## config.mk

```make
export PLATFORM = sky130hd
export DESIGN_NAME = arith_issue_flat
export DESIGN_NICKNAME = d
export VERILOG_FILES = /design/src/rtl/arith_issue_if.sv /design/src/rtl/arith_issue.sv /design/src/flat_wrapper.sv
export SDC_FILE = /design/constraint.sdc
export NUM_CORES = 1
export LEC_CHECK = 0
export CAP_MARGIN = 15
export CELL_PAD_IN_SITES_DETAIL_PLACEMENT = 1
export CELL_PAD_IN_SITES_GLOBAL_PLACEMENT = 2
export CORE_MARGIN = 10
export CORE_UTILIZATION = 33
export DETAILED_ROUTE_END_ITERATION = 10
export PLACE_DENSITY = 0.9
export REMOVE_ABC_BUFFERS = 1
export SYNTH_ARGS = -nofsm -noshare
export SYNTH_HDL_FRONTEND = slang
export SYNTH_SLANG_ARGS = --single-unit
```

## constraint.sdc

```tcl
create_clock -name clk -period 5.7 [get_ports clk]
set_input_delay 1.14 -clock clk [delete_from_list [all_inputs] [get_ports clk]]
set_output_delay 1.14 -clock clk [all_outputs]
set_load 0.005 [all_outputs]
```

## src/rtl/arith_issue_if.sv

```systemverilog
// Issue-stage bus between decode/register-read (upstream) and the integer
// arithmetic/shift execute unit (downstream).
//   slave  : the issue stage itself (accepts instructions, presents packets)
//   master : the surrounding pipeline (offers instructions, consumes packets)
// Signals:
//   flush_i                               synchronous pipeline flush
//   instr_valid_i / instr_ready_o         upstream handshake
//   instr_i, rs1_data_i, rs2_data_i       raw instruction and register values
//   ex_valid_o / ex_ready_i               downstream handshake
//   ex_rs1_o, ex_rs2_o, ex_control_o,
//   ex_rd_o, ex_illegal_o                 issue packet toward execute
interface arith_issue_if #(
   parameter int bitWidth = 32
);
   logic                flush_i;
   logic                instr_valid_i;
   logic                instr_ready_o;
   logic [31:0]         instr_i;
   logic [bitWidth-1:0] rs1_data_i;
   logic [bitWidth-1:0] rs2_data_i;
   logic                ex_valid_o;
   logic                ex_ready_i;
   logic [bitWidth-1:0] ex_rs1_o;
   logic [bitWidth-1:0] ex_rs2_o;
   logic [10:0]         ex_control_o;
   logic [4:0]          ex_rd_o;
   logic                ex_illegal_o;

   modport slave (
      input  flush_i, instr_valid_i, instr_i, rs1_data_i, rs2_data_i, ex_ready_i,
      output instr_ready_o, ex_valid_o, ex_rs1_o, ex_rs2_o, ex_control_o,
             ex_rd_o, ex_illegal_o
   );

   modport master (
      output flush_i, instr_valid_i, instr_i, rs1_data_i, rs2_data_i, ex_ready_i,
      input  instr_ready_o, ex_valid_o, ex_rs1_o, ex_rs2_o, ex_control_o,
             ex_rd_o, ex_illegal_o
   );
endinterface

```

## src/rtl/arith_issue.sv

```systemverilog
// arith_issue: decodes RV32I OP / OP-IMM instructions into the execute unit's
// 11-bit control word, selects operands (immediate substitution for OP-IMM)
// and registers the packet through a two-entry skid buffer (OR + SK).
// Ports:
//   clk      rising-edge clock
//   reset_n  asynchronous active-low reset
//   io       arith_issue_if.slave (handshakes, instruction, operands, packet)
module arith_issue #(
   parameter int bitWidth = 32
) (
   input  logic         clk,
   input  logic         reset_n,
   arith_issue_if.slave io
);

   typedef struct packed {
      logic                illegal;
      logic [4:0]          rd;
      logic [10:0]         ctl;
      logic [bitWidth-1:0] rs2;
      logic [bitWidth-1:0] rs1;
   } pkt_t;

   localparam logic [6:0] OPC_OP  = 7'b0110011;
   localparam logic [6:0] OPC_IMM = 7'b0010011;
   localparam logic [6:0] F7_BASE = 7'b0000000;
   localparam logic [6:0] F7_ALT  = 7'b0100000;

   localparam logic [10:0] C_ADD = 11'h041;
   localparam logic [10:0] C_SUB = 11'h042;
   localparam logic [10:0] C_AND = 11'h044;
   localparam logic [10:0] C_OR  = 11'h048;
   localparam logic [10:0] C_XOR = 11'h050;
   localparam logic [10:0] C_SLT = 11'h060;
   localparam logic [10:0] C_SLL = 11'h081;
   localparam logic [10:0] C_SRL = 11'h082;
   localparam logic [10:0] C_SRA = 11'h084;

   logic [6:0]          opcode, f7;
   logic [2:0]          f3;
   logic [10:0]         ctl;
   logic [bitWidth-1:0] op2, imm_s, imm_z;
   pkt_t                dec;

   assign opcode = io.instr_i[6:0];
   assign f3     = io.instr_i[14:12];
   assign f7     = io.instr_i[31:25];
   assign imm_s  = {{(bitWidth-12){io.instr_i[31]}}, io.instr_i[31:20]};
   assign imm_z  = {{(bitWidth-5){1'b0}}, io.instr_i[24:20]};

   // ctl stays zero for every unsupported encoding; zero doubles as "illegal".
   always_comb begin
      ctl = '0;
      op2 = io.rs2_data_i;
      case (opcode)
         OPC_OP: begin
            if (f7 == F7_BASE) begin
               case (f3)
                  3'b000:  ctl = C_ADD;
                  3'b001:  ctl = C_SLL;
                  3'b010:  ctl = C_SLT;
                  3'b100:  ctl = C_XOR;
                  3'b101:  ctl = C_SRL;
                  3'b110:  ctl = C_OR;
                  3'b111:  ctl = C_AND;
                  default: ctl = '0;      // SLTU
               endcase
            end else if (f7 == F7_ALT) begin
               case (f3)
                  3'b000:  ctl = C_SUB;
                  3'b101:  ctl = C_SRA;
                  default: ctl = '0;
               endcase
            end
         end
         OPC_IMM: begin
            op2 = imm_s;
            case (f3)
               3'b000:  ctl = C_ADD;
               3'b010:  ctl = C_SLT;
               3'b100:  ctl = C_XOR;
               3'b110:  ctl = C_OR;
               3'b111:  ctl = C_AND;
               3'b001: begin
                  op2 = imm_z;
                  if (f7 == F7_BASE) ctl = C_SLL;
               end
               3'b101: begin
                  op2 = imm_z;
                  if (f7 == F7_BASE)     ctl = C_SRL;
                  else if (f7 == F7_ALT) ctl = C_SRA;
               end
               default: ctl = '0;         // SLTIU
            endcase
         end
         default: ctl = '0;
      endcase

      dec         = '0;
      dec.illegal = 1'b1;
      if (ctl != '0) begin
         dec.illegal = 1'b0;
         dec.rd      = io.instr_i[11:7];
         dec.ctl     = ctl;
         dec.rs1     = io.rs1_data_i;
         dec.rs2     = op2;
      end
   end

   // Skid buffer: OR drives execute, SK catches the one packet accepted while
   // OR is stalled. Ready depends only on SK state, so it is a flop output.
   pkt_t or_q, sk_q;
   logic or_vld, sk_vld;
   logic acc, or_free;

   assign acc     = io.instr_valid_i & ~sk_vld;
   assign or_free = ~or_vld | io.ex_ready_i;

   always_ff @(posedge clk or negedge reset_n) begin
      if (!reset_n) begin
         or_q   <= '0;
         sk_q   <= '0;
         or_vld <= 1'b0;
         sk_vld <= 1'b0;
      end else if (io.flush_i) begin
         or_vld <= 1'b0;
         sk_vld <= 1'b0;
      end else if (or_free) begin
         if (sk_vld) begin
            or_q   <= sk_q;
            or_vld <= 1'b1;
            sk_vld <= 1'b0;
         end else if (acc) begin
            or_q   <= dec;
            or_vld <= 1'b1;
         end else begin
            or_vld <= 1'b0;
         end
      end else if (acc) begin
         sk_q   <= dec;
         sk_vld <= 1'b1;
      end
   end

   assign io.instr_ready_o = ~sk_vld;
   assign io.ex_valid_o    = or_vld;
   assign io.ex_rs1_o      = or_q.rs1;
   assign io.ex_rs2_o      = or_q.rs2;
   assign io.ex_control_o  = or_q.ctl;
   assign io.ex_rd_o       = or_q.rd;
   assign io.ex_illegal_o  = or_q.illegal;

endmodule

```

## src/flat_wrapper.sv

```systemverilog
// flat-port wrapper written by rule: the top's interface ports become plain ports
module arith_issue_flat 
#(
   parameter int bitWidth = 32
)
  (clk, reset_n, io_flush_i, io_instr_valid_i, io_instr_i, io_rs1_data_i, io_rs2_data_i, io_ex_ready_i, io_instr_ready_o, io_ex_valid_o, io_ex_rs1_o, io_ex_rs2_o, io_ex_control_o, io_ex_rd_o, io_ex_illegal_o);
  arith_issue_if #(.bitWidth(bitWidth)) io_i ();
  input  logic clk;
  input  logic reset_n;
  input wire logic [$bits(io_i.flush_i)-1:0] io_flush_i;
  input wire logic [$bits(io_i.instr_valid_i)-1:0] io_instr_valid_i;
  input wire logic [$bits(io_i.instr_i)-1:0] io_instr_i;
  input wire logic [$bits(io_i.rs1_data_i)-1:0] io_rs1_data_i;
  input wire logic [$bits(io_i.rs2_data_i)-1:0] io_rs2_data_i;
  input wire logic [$bits(io_i.ex_ready_i)-1:0] io_ex_ready_i;
  output wire logic [$bits(io_i.instr_ready_o)-1:0] io_instr_ready_o;
  output wire logic [$bits(io_i.ex_valid_o)-1:0] io_ex_valid_o;
  output wire logic [$bits(io_i.ex_rs1_o)-1:0] io_ex_rs1_o;
  output wire logic [$bits(io_i.ex_rs2_o)-1:0] io_ex_rs2_o;
  output wire logic [$bits(io_i.ex_control_o)-1:0] io_ex_control_o;
  output wire logic [$bits(io_i.ex_rd_o)-1:0] io_ex_rd_o;
  output wire logic [$bits(io_i.ex_illegal_o)-1:0] io_ex_illegal_o;
  assign io_i.flush_i = io_flush_i;
  assign io_i.instr_valid_i = io_instr_valid_i;
  assign io_i.instr_i = io_instr_i;
  assign io_i.rs1_data_i = io_rs1_data_i;
  assign io_i.rs2_data_i = io_rs2_data_i;
  assign io_i.ex_ready_i = io_ex_ready_i;
  assign io_instr_ready_o = io_i.instr_ready_o;
  assign io_ex_valid_o = io_i.ex_valid_o;
  assign io_ex_rs1_o = io_i.ex_rs1_o;
  assign io_ex_rs2_o = io_i.ex_rs2_o;
  assign io_ex_control_o = io_i.ex_control_o;
  assign io_ex_rd_o = io_i.ex_rd_o;
  assign io_ex_illegal_o = io_i.ex_illegal_o;
  arith_issue #(.bitWidth(bitWidth)) u_core (.clk(clk), .reset_n(reset_n), .io(io_i));
endmodule
```

Yosys cells after proc, flatten, opt, wreduce, memory -nomap -nowiden --
Index checks and enable logic that the tools add are counted.
Word-level totals: register bits after elaboration 164, input bits 101, output and inout port bits 83, logic and storage cells 57
Cells by class: eq/ne operators 9, multiplexer cells 21, bitwise gates (word level) 6, reductions and logical operators 9
Operators with widths (count):
- 81-bit two-way mux | 3
- 11-bit one-hot mux with 7 select lines | 1
- 32-bit two-way mux | 2
- 8-bit one-hot mux with 7 select lines | 1
- 11-bit two-way mux | 3
- 11-bit one-hot mux with 2 select lines | 1
- 8-bit two-way mux | 2
- 8-bit one-hot mux with 2 select lines | 1
- 7-bit by 6-bit == test with 1-bit output (second input constant) | 2
- 3-bit == test (second input constant) | 4
- 11-bit nonzero test | 1
- 7-bit by 5-bit == test with 1-bit output (second input constant) | 1
- 7-bit logical NOT | 1
- 1-bit two-way mux | 7
- 3-bit AND reduction | 2
- 1-bit inverter | 4
- 2-bit nonzero test | 2
- 3-bit by 1-bit == test with 1-bit output (second input constant) | 1
- 3-bit by 2-bit == test with 1-bit output (second input constant) | 1
- 3-bit logical NOT | 1
- 3-bit nonzero test | 1
- 2-bit OR reduction | 1
- 1-bit AND | 1
- 1-bit OR | 1

Logic depth before layout (Yosys ltp) --
depth after elaboration 9, gate-level depth with buffers 8, gate-level depth less buffers 4

Worst setup path before layout --
Ideal clock, no wire load.
path kind in2reg, start input io_instr_i[31], end register u_core.sk_q[12] (netlist bit), setup time 0.096 ns, arrival time 2.579 ns, path slack 3.026 ns, stages on the path 6, buffers on the path 2, path through or4_4 -> nor4_4 -> a31oi_1 -> buf_2 -> buf_2 -> o31ai_1
On the way: longest elaborated chain between the ends 7, elaborated cells between the ends (all ways) 11
RTL lines:
- start, declared | RTL line flat_wrapper.sv:12 | input wire logic [$bits(io_i.instr_i)-1:0] io_instr_i;
- 7-bit by 6-bit == test with 1-bit output | RTL line arith_issue.sv:68, arith_issue.sv:91
- 8-bit two-way mux | RTL line arith_issue.sv:91 | else if (f7 == F7_ALT) ctl = C_SRA;
- 11-bit two-way mux | RTL line arith_issue.sv:90 | if (f7 == F7_BASE) ctl = C_SRL;
- 11-bit one-hot mux with 7 select lines | RTL line arith_issue.sv:78 | case (f3)
- 11-bit one-hot mux with 2 select lines (*) | RTL line arith_issue.sv:55 | case (opcode)
- 11-bit nonzero test (*) | RTL line arith_issue.sv:101 | if (ctl != '0) begin
- 81-bit two-way mux (*) | RTL line arith_issue.sv:101
- end signal, assigned | RTL line arith_issue.sv:122 | sk_q <= '0;
- end signal, assigned | RTL line arith_issue.sv:140 | sk_q <= dec;
- end, declared | RTL line arith_issue.sv:112 | pkt_t or_q, sk_q;
Every way passes the cells marked *; elsewhere a longest branch is shown, timed or not. A chain may end at the register's enable or synchronous reset.

Final worst setup path --
start input io_instr_i[13], end register u_core.or_q (netlist bit u_core.io.ex_rs1_o[15])
On the way: longest elaborated chain between the ends 9, elaborated cells between the ends (all ways) 17
RTL lines:
- 3-bit == test or 3-bit logical NOT (tied branches) | RTL line arith_issue.sv:58, arith_issue.sv:69, arith_issue.sv:78
- 8-bit one-hot mux with 2 select lines | RTL line arith_issue.sv:69 | case (f3)
- 11-bit two-way mux | RTL line arith_issue.sv:68 | end else if (f7 == F7_ALT) begin
- 11-bit two-way mux | RTL line arith_issue.sv:57 | if (f7 == F7_BASE) begin
- 11-bit one-hot mux with 2 select lines (*) | RTL line arith_issue.sv:55
- 11-bit nonzero test (*) | RTL line arith_issue.sv:101
- 81-bit two-way mux (*) | RTL line arith_issue.sv:101
- 81-bit two-way mux (*) | RTL line arith_issue.sv:133 | end else if (acc) begin
- 81-bit two-way mux (*) | RTL line arith_issue.sv:129 | if (sk_vld) begin
- end signal, assigned | RTL line arith_issue.sv:130 | or_q <= sk_q;
- end, declared | RTL line arith_issue.sv:112
Every way passes the cells marked *; elsewhere a longest branch is shown, timed or not. The select of a mux whose other input is x is not followed.

==> results.yml <==
run_status:
  status: "complete, no violations"
setup_path:
  worstSetupStartpointType: "primary input"
  cpMaxStageDelayCell: "a2111oi_0"
  r2r-end: "u_core.sk_q[71]"
  cp.arrival_ns: 3.91
  critical_path.max_stage_delay_ns: 0.98
  ff2ff_setup_slack_ns: 2.84
  cp_num_buf_inv: 2
  cp_num_cells: 6
  critPathLaunch: "io_instr_i[13]"
  path_max_fanout: 78
  reg2reg_depth: 4
  cp-end-kind: "flop"
  cp.required_ns: 6.00
  rr_startpoint: "u_core.sk_vld"
  path_delay_family: "compound AO/OA/AOI/OAI gates"
  cp-endpoint: "u_core.io.ex_rs1_o[15]"
  cp_cell_sequence: "clkdlybuf4s50_1 -> nand2_1 -> a2111oi_0 -> a31oi_4 -> buf_4 -> o31ai_1"
  path_class: "in2reg"
clock_network:
  clockRootBuffer: "clkbuf_16"
  clock_tree.buffer_depth: 2
  cts_tree: "built"
  cts-buffers-inserted: 17
  post_cts_buffers: 0
  cts_resized: 0
  cts_num_sinks: 158
  clk_latency_ns: 0.42
  cts_hold_buf: 0
  ctsHtreeMaxLevel: 4
  clkTransAtPathRegs_ns: 0.06
sta:
  clock.fmax_ghz: 0.277
  setup_tns_ns: 0
  worstMarginPinSlew_ns: 1.06
  finalCriticalPeriod_ns: 3.61
  fin_skew_ns: 0.00995
  max-slew-margin-rel_pct: 27.5
  hold_viol: 0
  rsz0062_at_grt: "false"
  timing.final.crit_share_pct: 63.3
  finalSetupViolCount: 0
  drv_slew: 0
routing:
  drt_iter0_drc: 511
  via_per_inst: 5.39
  wl_um: 25500
  met1_length_um: 11200
  ant_nets: 0
  drt-pass1-iter-count: 4
  vias: 6640
  met3_length_um: 1050
  wl_per_cell_um: 20.7
  maxUsedRoutingLayer: "met4"
  drc: 0
  met2_length_um: 12900
floorplan:
  initial_core_util_pct: 33.8
  die_y_um: 173
  core-area_sq_um: 22800
  die_w_um: 173
  dieArea_sq_um: 29900
  rows: 55
  io_pins: 184
placed_design:
  finalWeightedCongestion: 0.766
  port_buffers: 175
  place_hpwl_um: 15900
  numPlacedInstances: 1198
power:
  power.total_w: 0.00255
  powerDensity_nw_per_um2: 251
  ir_drop_uv: 142
  leakagePower_nw: 4.08
synth:
  synth_edf_count: 0
  syn_area_sq_um: 7700
  synth-seq-area-share_pct: 51.3
  ys.flop_type: "dfrtp_1"
  async_flop_share_pct: 100
  ys_ff_latch: 158
  yosysWarnings: 0
  syn_area_per_cell_sq_um: 9.84
  syn_inst: 783
  ys_types: 48
cells_and_area:
  fin_nets: 1005
  fin_cells: 1231
  area_growth_pct: 32.0
  mostFrequentLayoutCells: "173 x clkdlybuf4s50_1, 158 x dfrtp_1, 120 x o31ai_1, 102 x a21oi_1, 91 x nand2_1"
  drive_gt1_share_pct: 7.42
  layout_commonest_cell: "clkdlybuf4s50_1"
grt:
  grt_pass1_vias: 7249
  grt.total_usage_pct: 16.6
  grt_max_degree: 79
  grt-ovfl-total: 0
  grt_antenna_before_repair: 2
  grt_pass1_wl_um: 40600
worst_hold_path:
  hp-class: "reg2reg"
  worstHoldStart: "u_core.sk_q[54]"
flow_run:
  cap_violations: 0
## tightest hold or removal path: cells and delay by family (launching register included)
kind	cells	cell delay (ns)
flip-flops	1	0.33
AND/OR/NAND/NOR	1	0.05
AO/OA/AOI/OAI	1	0.05
## layout make-up
class | instances | area, sq um
antenna | 1 | 2.50
clock buffer | 19 | 453
clock inverter | 13 | 153
fill | 2522 | 12600
inverter | 34 | 128
multi-input combinational | 506 | 3250
sequential | 158 | 3950
tap | 313 | 392
timing repair buffer | 187 | 1840
## worst min-delay path by stage
stage / end / cells after the start
6_report: u_core.sk_q[54] / 2
2_1_floorplan: u_core.sk_q[0] / 2
3_3_place_gp: u_core.sk_q[11] / 2
4_1_cts: u_core.sk_q[39] / 2
3_5_place_dp: u_core.sk_q[51] / 2
5_1_grt: u_core.sk_q[3] / 2
## cell usage after synthesis, drive strengths merged (2+ instances only)
master / n / area share [%]
dfrtp: 158 / 51
o31ai: 128 / 13
a21oi: 102 / 6.6
nand2: 93 / 4.5
nor4b: 68 / 7.7
clkbuf: 64 / 3.1
inv: 34 / 1.7
buf: 23 / 2.3
o21ai: 22 / 1.4
nand3: 12 / 0.78
nor2: 10 / 0.49
a21boi: 7 / 0.68
or4: 7 / 0.73
mux2i: 6 / 0.78
nand2b: 6 / 0.49
nand4: 6 / 0.49
nor3: 4 / 0.26
and2: 3 / 0.24
nor2b: 3 / 0.24
nor4: 3 / 0.44
o211ai: 3 / 0.29
or3: 3 / 0.24
nor3b: 2 / 0.32
## per-layer routing
metal,vias to the layer above,track usage (%)
li1,3125,-
met1,3352,19.9
met2,140,29.4
met3,23,3.64
met4,0,4.67
met5,-,0
## power by group
group / switching [W] / total [W] / internal (W)
Sequential: 0.00000739 / 0.00114 / 0.00113
Clock: 0.000502 / 0.00118 / 0.000678
Combinational: 0.000138 / 0.000234 / 0.0000961
## registers in the layout, indices dropped and copies added (netlist names)
register,flops
u_core.io.ex_rs2_o,32
u_core.sk_q,78
u_core.io.ex_rs1_o,32
u_core.io.ex_rd_o,5
u_core.io.ex_valid_o,1
u_core.sk_vld,1
u_core.io.ex_control_o,8
u_core.io.ex_illegal_o,1
## stage by stage
| step | hold WS [ns] | util (%) | instance area [sq um] | setup WS (ns) |
|---|---|---|---|---|
| final | 0.470 | 44.7 | 10200 | 2.09 |
| after global routing | 0.492 | 44.7 | 10200 | 1.98 |
| after CTS | 0.473 | 44.6 | 10200 | 2.13 |
| after detailed placement | 0.458 | 42.0 | 9560 | 1.70 |
| after global placement | 0.451 | 42.0 | 9560 | 1.78 |
| after floorplan | 0.440 | - | 7290 | -2.46 |
## logic make-up (layout without fill, tap and decap cells)
| logic type | Yosys count | count (layout) | synth area share (%) |
|---|---|---|---|
| DFF | 158 | 158 | 51.3 |
| and+or+nand+nor | 227 | 227 | 17.8 |
| buffers and inverters | 121 | 253 | 7.11 |
| other | 1 | 4 | 0.0487 |
| AOI/OAI and AO/OA | 269 | 269 | 22.8 |
| muxes | 7 | 7 | 0.926 |
Note: power is estimated with default switching activity, not from simulation.
